<file path="src/rtl/iopmp_pkg.sv">
// Shared IOPMP types: access kinds, arbiter FSM states and index-width helper.
package iopmp_pkg;

  localparam int unsigned SourceWidth = 8;

  typedef enum logic [1:0] {
    Read  = 2'b00,
    Write = 2'b01,
    Exec  = 2'b10
  } iopmp_req_e;

  typedef enum logic [1:0] {
    IDLE  = 2'b00,
    CHECK = 2'b01,
    RESP  = 2'b10
  } iopmp_arb_state_e;

  // Index width for n requesters, never narrower than one bit.
  function automatic int unsigned idx_width(input int unsigned n);
    return (n > 1) ? $clog2(n) : 1;
  endfunction

endpackage

</file>
<file path="src/rtl/iopmp_rr_picker.sv">
// Combinational round-robin picker: first valid index at or above ptr, wrapping.
module iopmp_rr_picker
  import iopmp_pkg::*;
#(
  parameter int unsigned NumReq   = 3,
  parameter int unsigned IdxWidth = idx_width(NumReq)
) (
  input  logic [NumReq-1:0]   valid,
  input  logic [IdxWidth-1:0] ptr,
  output logic [IdxWidth-1:0] grant,
  output logic                any_valid
);

  always_comb begin
    // NOTE: every output gets a default before the loop, so no path infers a latch.
    grant     = '0;
    any_valid = 1'b0;
    for (int unsigned i = 0; i < NumReq; i++) begin
      logic [IdxWidth-1:0] idx;
      idx = IdxWidth'((32'(ptr) + i) % NumReq);
      if (!any_valid && valid[idx]) begin
        any_valid = 1'b1;
        grant     = idx;
      end
    end
  end

endmodule

</file>
<file path="src/rtl/iopmp_check_arbiter.sv">
// Shares one IOPMP checker among several requesters: round-robin grant,
// fixed-latency check, registered verdict returned as a one-cycle pulse.
module iopmp_check_arbiter
  import iopmp_pkg::*;
#(
  parameter int unsigned IOPMPNumChan = 3,
  parameter int unsigned AddrWidth    = 34,
  parameter int unsigned RridWidth    = SourceWidth,
  parameter int unsigned CheckLatency = 1
) (
  input  logic                                    clk,
  input  logic                                    rst,
  input  logic [IOPMPNumChan-1:0]                 req_valid_i,
  output logic [IOPMPNumChan-1:0]                 req_ready_o,
  input  logic [IOPMPNumChan-1:0][AddrWidth-1:0]  req_addr_i,
  input  iopmp_req_e [IOPMPNumChan-1:0]           req_type_i,
  input  logic [IOPMPNumChan-1:0][RridWidth-1:0]  req_rrid_i,
  output logic [IOPMPNumChan-1:0]                 rsp_valid_o,
  output logic [IOPMPNumChan-1:0]                 rsp_err_o,
  output logic                                    chk_valid_o,
  output logic [AddrWidth-1:0]                    chk_addr_o,
  output iopmp_req_e                              chk_type_o,
  output logic [RridWidth-1:0]                    chk_rrid_o,
  input  logic                                    chk_err_i
);

  localparam int unsigned IdxWidth = idx_width(IOPMPNumChan);
  localparam int unsigned CntWidth = $clog2(CheckLatency + 1);
  localparam logic [CntWidth-1:0] CntLoad = CntWidth'(CheckLatency - 1);
  localparam logic [IdxWidth-1:0] LastIdx = IdxWidth'(IOPMPNumChan - 1);

  iopmp_arb_state_e      state_q, state_d;
  logic [IdxWidth-1:0]   rr_ptr_q, rr_ptr_d;
  logic [IdxWidth-1:0]   gnt_q, gnt_d;
  logic [AddrWidth-1:0]  addr_q, addr_d;
  iopmp_req_e            type_q, type_d;
  logic [RridWidth-1:0]  rrid_q, rrid_d;
  logic [CntWidth-1:0]   cnt_q, cnt_d;
  logic                  err_q, err_d;

  logic [IdxWidth-1:0]     pick_idx;
  logic                    pick_any;
  logic [IOPMPNumChan-1:0] ready_raw;

  iopmp_rr_picker #(
    .NumReq   (IOPMPNumChan),
    .IdxWidth (IdxWidth)
  ) u_picker (
    .valid     (req_valid_i),
    .ptr       (rr_ptr_q),
    .grant     (pick_idx),
    .any_valid (pick_any)
  );

  always_ff @(posedge clk or posedge rst) begin
    if (rst) begin
      state_q  <= IDLE;
      rr_ptr_q <= '0;
      gnt_q    <= '0;
      addr_q   <= '0;
      type_q   <= Read;
      rrid_q   <= '0;
      cnt_q    <= '0;
      err_q    <= 1'b0;
    end else begin
      // NOTE: non-blocking so every register samples the pre-edge values.
      state_q  <= state_d;
      rr_ptr_q <= rr_ptr_d;
      gnt_q    <= gnt_d;
      addr_q   <= addr_d;
      type_q   <= type_d;
      rrid_q   <= rrid_d;
      cnt_q    <= cnt_d;
      err_q    <= err_d;
    end
  end

  always_comb begin
    state_d     = state_q;
    rr_ptr_d    = rr_ptr_q;
    gnt_d       = gnt_q;
    addr_d      = addr_q;
    type_d      = type_q;
    rrid_d      = rrid_q;
    cnt_d       = cnt_q;
    err_d       = err_q;
    ready_raw   = '0;
    rsp_valid_o = '0;
    rsp_err_o   = '0;
    chk_valid_o = 1'b0;
    chk_addr_o  = '0;
    chk_type_o  = Read;
    chk_rrid_o  = '0;

    unique case (state_q)
      IDLE: begin
        if (pick_any) begin
          ready_raw[pick_idx] = 1'b1;
          gnt_d   = pick_idx;
          addr_d  = req_addr_i[pick_idx];
          type_d  = req_type_i[pick_idx];
          rrid_d  = req_rrid_i[pick_idx];
          cnt_d   = CntLoad;
          state_d = CHECK;
        end
      end
      CHECK: begin
        chk_valid_o = 1'b1;
        chk_addr_o  = addr_q;
        chk_type_o  = type_q;
        chk_rrid_o  = rrid_q;
        // Verdict is only trusted in the final cycle of the latency window.
        if (cnt_q == '0) begin
          err_d   = chk_err_i;
          state_d = RESP;
        end else begin
          cnt_d = cnt_q - 1'b1;
        end
      end
      RESP: begin
        rsp_valid_o[gnt_q] = 1'b1;
        rsp_err_o[gnt_q]   = err_q;
        rr_ptr_d = (gnt_q == LastIdx) ? '0 : gnt_q + 1'b1;
        state_d  = IDLE;
      end
      default: state_d = IDLE;
    endcase
  end

  // Keep the handshake silent while reset is held, even with requests pending.
  assign req_ready_o = ready_raw & {IOPMPNumChan{~rst}};

endmodule

</file>
<file path="config.mk">
export PLATFORM = sky130hd
export DESIGN_NAME = iopmp_check_arbiter
export DESIGN_NICKNAME = d
export VERILOG_FILES = /design/src/rtl/iopmp_pkg.sv /design/src/rtl/iopmp_rr_picker.sv /design/src/rtl/iopmp_check_arbiter.sv
export SDC_FILE = /design/constraint.sdc
export NUM_CORES = 1
export LEC_CHECK = 0
export CAP_MARGIN = 30
export CORE_UTILIZATION = 30
export DETAILED_ROUTE_END_ITERATION = 8
export HOLD_SLACK_MARGIN = 0.06
export PLACE_DENSITY = 0.68
export SETUP_SLACK_MARGIN = 0.05
export SYNTH_ARGS = -nofsm -noshare
export SYNTH_HDL_FRONTEND = slang
export SYNTH_SLANG_ARGS = --single-unit
</file>
<file path="constraint.sdc">
create_clock -name clk -period 2.3 [get_ports clk]
set_clock_uncertainty 0.05 [all_clocks]
set_input_delay 0.23 -clock clk [delete_from_list [all_inputs] [get_ports clk]]
set_output_delay 0.23 -clock clk [all_outputs]
set_load 0.02 [all_outputs]
</file>
* Word-level counts from Yosys, hierarchy flattened
Cells that the tools add are included.
** Operators by class
- Equal/unequal tests :: 5
- Shift operators :: 0
- Divide/modulo/power cells :: 3
- Multiplexer cells :: 37
- $add $sub $neg :: 4
- Reduce and logical (&&, ||, !) cells :: 12
- Magnitude comparators :: 7
- Bitwise gates (word level) :: 4
- Multipliers :: 0
** Operator list (number)
- binary-select mux 34 bit (select 2 bit) :: 1
- two-way mux 34 bit :: 2
- remainder unit 32 x 2 -> 32 bit, second input constant :: 2
- remainder unit 2 x 2 -> 32 bit, second input constant :: 1
- binary-select mux 8 bit (select 2 bit) :: 1
- two-way mux 2 bit :: 8
- two-way mux 8 bit :: 2
- < comparator 2 x 3 -> 1 bit, second input constant :: 5
- two-way mux 3 bit :: 4
- two-way mux 1 bit :: 11
- AND reduction 2 bit :: 4
- AND 3 bit :: 2
- binary-select mux 1 bit (select 2 bit) :: 3
- binary-select mux 2 bit (select 2 bit) :: 1
- demux 1 bit (select 2 bit) :: 2
- == test 2 bit, second input constant :: 2
- greater-or-equal comparator 2 x 1 -> 1 bit, second input constant :: 2
- logical AND 1 bit :: 4
- != test 2 bit, second input constant :: 2
- one-hot mux 2 bit (2 select lines) :: 1
- adder 2 x 1 -> 3 bit, second input constant :: 1
- adder 2 x 2 -> 3 bit, second input constant :: 1
- adder 2 x 1 -> 2 bit, second input constant :: 1
- == test 2 x 1 -> 1 bit, second input constant :: 1
- 6 further kinds :: 8
** Word-level totals
- Bits in writable memories :: 0
- Input port bits :: 138
- Logic and storage cells :: 80
- Memory bits (read-only) :: 0
- Bits in latches :: 0
- Memories kept :: 0
- Flip-flop bits (word level) :: 52

* Depth between registers and ports, before layout
Gate-level depths: netlist (run 1).
- Word-level depth :: 17
- Gate-level depth with buffers :: 11
- Depth with buffers taken out :: 8

* By module
From an unflattened synthesis (run 1), not the netlist that was laid out.
** Unflattened totals
- Cell total of the unflattened synthesis :: 393
- Area, all modules :: 3488.3 um^2
** Modules (own cells, without submodules)
- iopmp_check_arbiter :: times used 1, cells an instance 367, area each 3288.2 um^2, sequential area each 1276.2 um^2
- iopmp_rr_picker :: times used 1, cells an instance 26, area each 200.2 um^2, sequential area each 0.0 um^2

* Worst setup path before layout (run 1)
OpenSTA, ideal clock, no wires.
- Path kind :: register to output
- From :: register rr_ptr_q[1]
- To :: output port req_ready_o[1]
- Cell stages (with the launch flop) :: 10
- Setup slack :: -0.413 ns
- Data arrival time :: 2.433 ns
- Required time :: 2.020 ns
- Cells stage by stage :: dfrtp_1 inv_1 ha_1 buf_2 nor2b_1 o21ai_2 o2111ai_2 nand2_2 buf_2 nor4b_1
** Between the ends
- Longest elaborated chain between the ends :: 17
- Elaborated cells between the ends (all ways) :: 29
** RTL lines
- start: declaration :: RTL line iopmp_check_arbiter.sv:33 : logic [IdxWidth-1:0] rr_ptr_q, rr_ptr_d;
- start signal: assignment :: RTL line iopmp_check_arbiter.sv:68 : rr_ptr_q <= rr_ptr_d;
- parallel branches: the longest is 14 deep, another holds remainder unit 32 x 2 -> 32 bit
- two-way mux 3 bit * :: RTL line iopmp_check_arbiter.sv:97 : if (pick_any) begin
- two-way mux 3 bit * :: RTL line iopmp_check_arbiter.sv:95 : unique case (state_q)
- AND 3 bit * :: RTL line iopmp_check_arbiter.sv:131 : assign req_ready_o = ready_raw & {IOPMPNumChan{~rst}};
- end: declaration :: RTL line iopmp_check_arbiter.sv:14 : output logic [IOPMPNumChan-1:0] req_ready_o,
Every way passes the cells marked *. The select of a mux whose other input is x is not followed.

* Final worst setup path (run 1)
Same ends and word-level chain as after synthesis.

==> flow_summary.toml, run 1 <==
[global_routing]
grt_pass1_vias = 4116
grtUsageTotal_pct = 21.38
grt_pass1_wl_um = 21050
grt-ovfl-total = 0
antenna_found_initial = 0
grt_max_degree = 53

[clock_network]
cts_root_buf = "clkbuf_16"
clock-sinks = 51
cts_hold_buffers = 0
cts_buffers = 5
cts_buffer_depth = 2
clkSlewWorstSetupHoldPaths_ps = 60
clk_latency_ps = 290
htreeDepth = 2
cts_tree = "yes"

[drt]
viasPerCell = 5.234
first_pass_iters = 7
vias = 4009
routed_wl_um = 14310
ant_nets = 0
first_iter_violations = 172
wire_per_inst_um = 18.68
drc = 10

[floorplanning]
die_w_um = 111.6
die_area_um2 = 12450
die_h_um = 111.6
pin_count = 192
core_um2 = 11560
initial_core_util_pct = 31.16
rows = 39

[worst_setup_path]
cp_data_arrival_time_ps = 2170
path_common_cell = "buf_4"
startpoint_type = "register"
cp_max_fo = 6
cp-end-kind = "primary output"
reg2reg_depth = 10
path_buf_inv = 4
crit_chain = "inv_2, ha_4, mux2i_1, nor2_1, buf_4, o31ai_4, buf_6, nor4b_4, buf_4"
crit_type = "register to primary output"
critPathMaxStageDelay_ps = 450
crit_required_ps = 2020
crit_cells = 9
cp_top_family = "buffers and inverters"
cp_slowest_cell = "dfrtp_2"

[timing]
hold_viol_final = 0
fin_tns_setup_ps = -2661
drv_slew = 0
setup_slack_ps = -155.0
max_freq_mhz = 407.3
worstMarginPinSlew_ps = 663.4
rsz0062_at_grt = "true"
setup_viol = 45
period_minus_slack_ps = 2455
maxSlewHeadroom_pct = 55.78
period_share_pct = 106.7

[yosys]
synth_area_per_cell_um2 = 8.810
yosysWarnings = 0
synth_seq_area_share_pct = 35.42
synth_edf_count = 0
netlist_instances = 409
synth.largest_area_cell = "dfrtp_1"
postSynth.topFlopCell = "dfrtp_1"
synth_top_area_share_pct = 35.42
synth_top_cells_by_area = "dfrtp_1, o31ai_2, and2_1"
synth_seq_cells = 51
synth_cell_types = 36
synth_fp_nets = 551
ys_async_sr_fraction_pct = 100.0
syn_area_um2 = 3603

[finish]
regArea_um2 = 1277
final_cells = 766
multiInputGateArea_um2 = 2440
num_antenna_cells = 0
layout-drive-gt1-share_pct = 29.70
fin_nets = 764
layout_commonest_cell = "clkdlybuf4s50_1"
area.growth.synth_to_final_pct = 87.92
final_cell_mix = "clkdlybuf4s50_1, dfrtp_1, nand2_1, and2_1, nor2_1"
n_fill_cell = 1019

[outcome]
outcome = "finished with violations"
failed_checks = "design-rule violations, negative setup slack"

[power_and_ir_drop]
clkPwrFrac_pct = 8.4
p_sw_uw = 4150
p_int_uw = 5280
power_density_nw_per_um2 = 1393
p_seq_share_pct = 16.9
power_frac_comb_pct = 74.7
ir_drop_v = 0.0005175
swShare_pct = 44.01
leakage_uw = 0.003111

[placed_design]
finalWeightedCongestion = 0.8446
portBuffers = 191
dp_cells = 736
hpwl_um = 8766

[flow_run]
drv_cap = 0

[worst_hold_path]
hold_path_class = "register to register"
min_path_cells = 2
==> worst paths after layout <==
kind                             start             end  slack (ps)
min in group asynchronous          rst      addr_q[19]         560
max reg2reg                rr_ptr_q[1]       addr_q[8]        -110
min                         addr_q[16]      addr_q[16]         420
min reg2reg                 addr_q[16]      addr_q[16]         420
max in group asynchronous          rst     rr_ptr_q[1]        1180
max                        rr_ptr_q[1]  req_ready_o[1]        -150
==> tightest hold or removal path: cells and delay by family, from the launching register on <==
kind | cells | cell delay, ps
AOI/OAI and AO/OA | 1 | 50
DFF | 1 | 340
and+or+nand+nor | 1 | 50
==> registers in the layout, summed over array words and instances, names as in the netlist <==
register,flops
rr_ptr_q,2
addr_q,34
err_q,1
rrid_q,8
type_q,2
gnt_q,2
state_q,2
==> kinds of logic (layout without fill, tap and decap cells) <==
| logic type | Yosys count | count (layout) | synth area share (%) |
|---|---|---|---|
| fa+ha+maj | 4 | 4 | 1.389 |
| flops | 51 | 51 | 35.42 |
| simple gates | 158 | 158 | 21.35 |
| compound gates | 148 | 148 | 35.10 |
| buf+inv | 43 | 257 | 5.312 |
| mux | 5 | 5 | 1.424 |
==> final cells by class <==
cell class,count,area share (%)
timing repair buffer,243,39.82
inverter,6,0.3326
multi-input combinational,315,36.03
sequential,51,18.87
clock buffer,8,2.310
tap,143,2.642
==> stage by stage <==
step                hold WS [ps]  power (uW)  worst slack, ps  util (%)  instance area [um2]
detailed placement         412.9        7154           -362.4     50.54                 5844
global route               443.1       10050           -218.8     58.55                 6771
CTS                        427.1        8852           -108.2     55.47                 6415
global placement           404.4        7025           -321.7     50.54                 5844
floorplan                  331.7        5432            65.84         -                 3692
finish                     419.6        9430           -155.0     58.55                 6771
==> power groups by stage <==
stage	Sequential, uW	Clock (uW)	Combinational [uW]
2_1_floorplan	1530	0	3900
3_3_place_gp	1570	0	5450
3_5_place_dp	1600	0	5550
4_1_cts	1590	817	6440
5_1_grt	1660	856	7540
6_report	1600	792	7040
==> per-layer routing <==
metal / wire, um / global-route usage (%) / vias to the layer above
met4: 206 / 5.045 / 0
met2: 7452 / 40.29 / 134
met1: 5891 / 24.24 / 1976
met5: 0 / 0 / -
met3: 759 / 4.954 / 19
li1: - / - / 1880
==> synth_stat cells (3+ instances only) <==
library cell  instances
a31o_2               25
buf_2                18
a21o_1                4
dfrtp_1              51
mux2i_1               4
nand2_1              47
o31ai_1               5
a21oi_1              44
nor3b_1               3
o21ai_1               4
nor2_1               46
clkbuf_1             17
and2_1               47
ha_1                  4
inv_1                 5
o31ai_2              40
nor2b_1               4
a31o_1               19
==> repair_timing <==
| item | in CTS | in global routing |
|---|---|---|
| setup buffers | 10 | 2 |
| pin swaps | 16 | 35 |
| gates resized for setup | 74 | 54 |
| gates cloned | 4 | 7 |
| setup endpoints to repair | 53 | 80 |
No activity file was read; power rests on OpenSTA's default activity.
==> run 2: changes to the inputs <==
CORE_UTILIZATION = 36   (was 30)
PLACE_DENSITY = 0.79   (was 0.68)
==> run 2 against run 1 <==
- the run ends with negative setup slack left
- die area down 16%
- global-route usage increased by 2.9 points
- non-clock buffer count shrank 5
- via count down 1.3%
- cell area down 4.3%
- flip-flop and latch count stayed put
- sequential power hardly changed
- combinational power decreased by 7.0%
- largest power group unchanged
- fmax decreased by 0.15%
- sequential share of layout area grew 0.84 points
==> flow_summary.toml, run 2 (same netlist as run 1, synthesis figures left out) <==
[outcome]
outcome = "finished with violations"
failed_checks = "negative setup slack"

[clock_network]
cts_hold_buffers = 0
cts_tree = "yes"
cts_buffer_depth = 2
clk_latency_ps = 300
cts_root_buf = "clkbuf_8"
clkSlewWorstSetupHoldPaths_ps = 100
cts_buffers = 5
htreeDepth = 2
clock-sinks = 51

[finish]
fin_nets = 759
largest_register = "addr_q"
area.growth.synth_to_final_pct = 79.86
layout_commonest_cell = "clkdlybuf4s50_1"
top_regs = "addr_q x34, rrid_q x8"
layout-drive-gt1-share_pct = 25.24
final_cell_mix = "clkdlybuf4s50_1, dfrtp_1, nand2_1, and2_1, nor2_1"
final_cells = 751
num_antenna_cells = 0
largest_register_ffs = 34

[floorplanning]
initial_core_util_pct = 37.04
pin_count = 192
rows = 36
die_w_um = 102.0
die_h_um = 102.0
die_area_um2 = 10410
core_um2 = 9729

[drt]
routed_wl_um = 13140
wire_per_inst_um = 17.50
ant_nets = 0
first_pass_iters = 4
drc = 0
viasPerCell = 5.266
first_iter_violations = 85
vias = 3955

[worst_setup_path]
startpoint_type = "register"
cp_slowest_cell = "dfrtp_2"
cp_data_arrival_time_ps = 2180
cp_max_fo = 4
crit_required_ps = 2020
cp_top_family = "compound AO/OA/AOI/OAI gates"
crit_type = "register to primary output"
crit_chain = "buf_4, ha_2, nand3b_1, a21o_1, a21oi_4, buf_6, nor4b_4, buf_4"
cp-end-kind = "primary output"
path_buf_inv = 3
critPathMaxStageDelay_ps = 460
path_common_cell = "buf_4"

[timing]
maxSlewHeadroom_pct = 54.95
setup_viol = 42
period_share_pct = 106.9
rsz0062_at_grt = "true"
setup_slack_ps = -158.7
drv_slew = 0
worstMarginPinSlew_ps = 675.7
hold_ws_ps = 431.8
hold_viol_final = 0
period_minus_slack_ps = 2459
max_freq_mhz = 406.7

[worst_hold_path]
hold_path_class = "register to register"

[placed_design]
hpwl_um = 8414
portBuffers = 191
dp_cells = 723
finalWeightedCongestion = 0.7987

[power_and_ir_drop]
leakage_uw = 0.003297
power_density_nw_per_um2 = 1339
p_seq_share_pct = 18.3
ir_drop_v = 0.0008912
clkPwrFrac_pct = 6.2
swShare_pct = 45.15
power_frac_comb_pct = 75.5
p_sw_uw = 3919
p_int_uw = 4760

[global_routing]
grt_max_degree = 52
grtUsageTotal_pct = 24.27
grt-ovfl-total = 0
antenna_found_initial = 0
grt_pass1_vias = 3982
grt_pass1_wl_um = 19560

[flow_run]
drv_cap = 0
==> run 2: repair_timing <==
action,in CTS,in global routing
hold endpoints to repair,0,0
pin swaps,11,13
resized for setup,60,57
endpoints found under the setup margin,56,90
cloned,3,2
setup buffers,13,4
==> run 2: worst paths after layout <==
| path | startpoint | end | slack, ps | cells after the start |
|---|---|---|---|---|
| max in group asynchronous | rst | rr_ptr_q[1] | 1210 | 3 |
| worst min-delay path | addr_q[32] | addr_q[32] | 430 | 2 |
| min in group asynchronous | rst | err_q | 530 | 3 |
| worst min register to register | addr_q[32] | addr_q[32] | 430 | 2 |
| worst max-delay path | rr_ptr_q[1] | req_ready_o[1] | -160 | 8 |
| worst max register to register | rr_ptr_q[1] | addr_q[27] | -120 | 10 |
==> run 2: per-layer routing <==
layer / global-route usage (%) / vias up / share of wire (%)
met5: 0 / - / 0
met4: 7.912 / 0 / 2.2
met3: 5.609 / 23 / 6.4
met2: 43.99 / 142 / 51
met1: 28.15 / 1915 / 41
li1: - / 1875 / -
==> run 2: layout make-up <==
type	count	area, um2
sequential	51	1277
clock buffer	5	68.82
timing repair buffer	238	2577
inverter	6	22.52
tap	133	166.4
clock inverter	3	18.77
multi-input combinational	315	2350
fill	783	3248
==> run 2: tightest hold or removal path, stage by stage, from the launching register on <==
cell and delay [ps]:
dfrtp_1 350, nand2_1 60, o31ai_2 50
==> run 2: stage by stage <==
step / instance area (um2) / total power [uW] / util, % / setup TNS, ps / worst slack, ps
global route: 6481 / 9265 / 66.62 / -7570 / -225.5
floorplan: 3692 / 5432 / - / 0 / 65.84
global placement: 5821 / 7033 / 59.83 / -10030 / -339.8
detailed placement: 5821 / 7196 / 59.83 / -14080 / -341.9
finish: 6481 / 8679 / 66.62 / -3491 / -158.7
CTS: 6270 / 8454 / 64.44 / -2151 / -106.0
==> run 2: power groups by stage <==
stage                     registers, uW  logic (uW)  clock network [uW]
after floorplan                    1530        3900                   0
after global placement             1570        5460                   0
after detailed placement           1610        5590                   0
after CTS                          1590        6320                 545
after global routing               1650        7040                 582
final                              1590        6550                 534
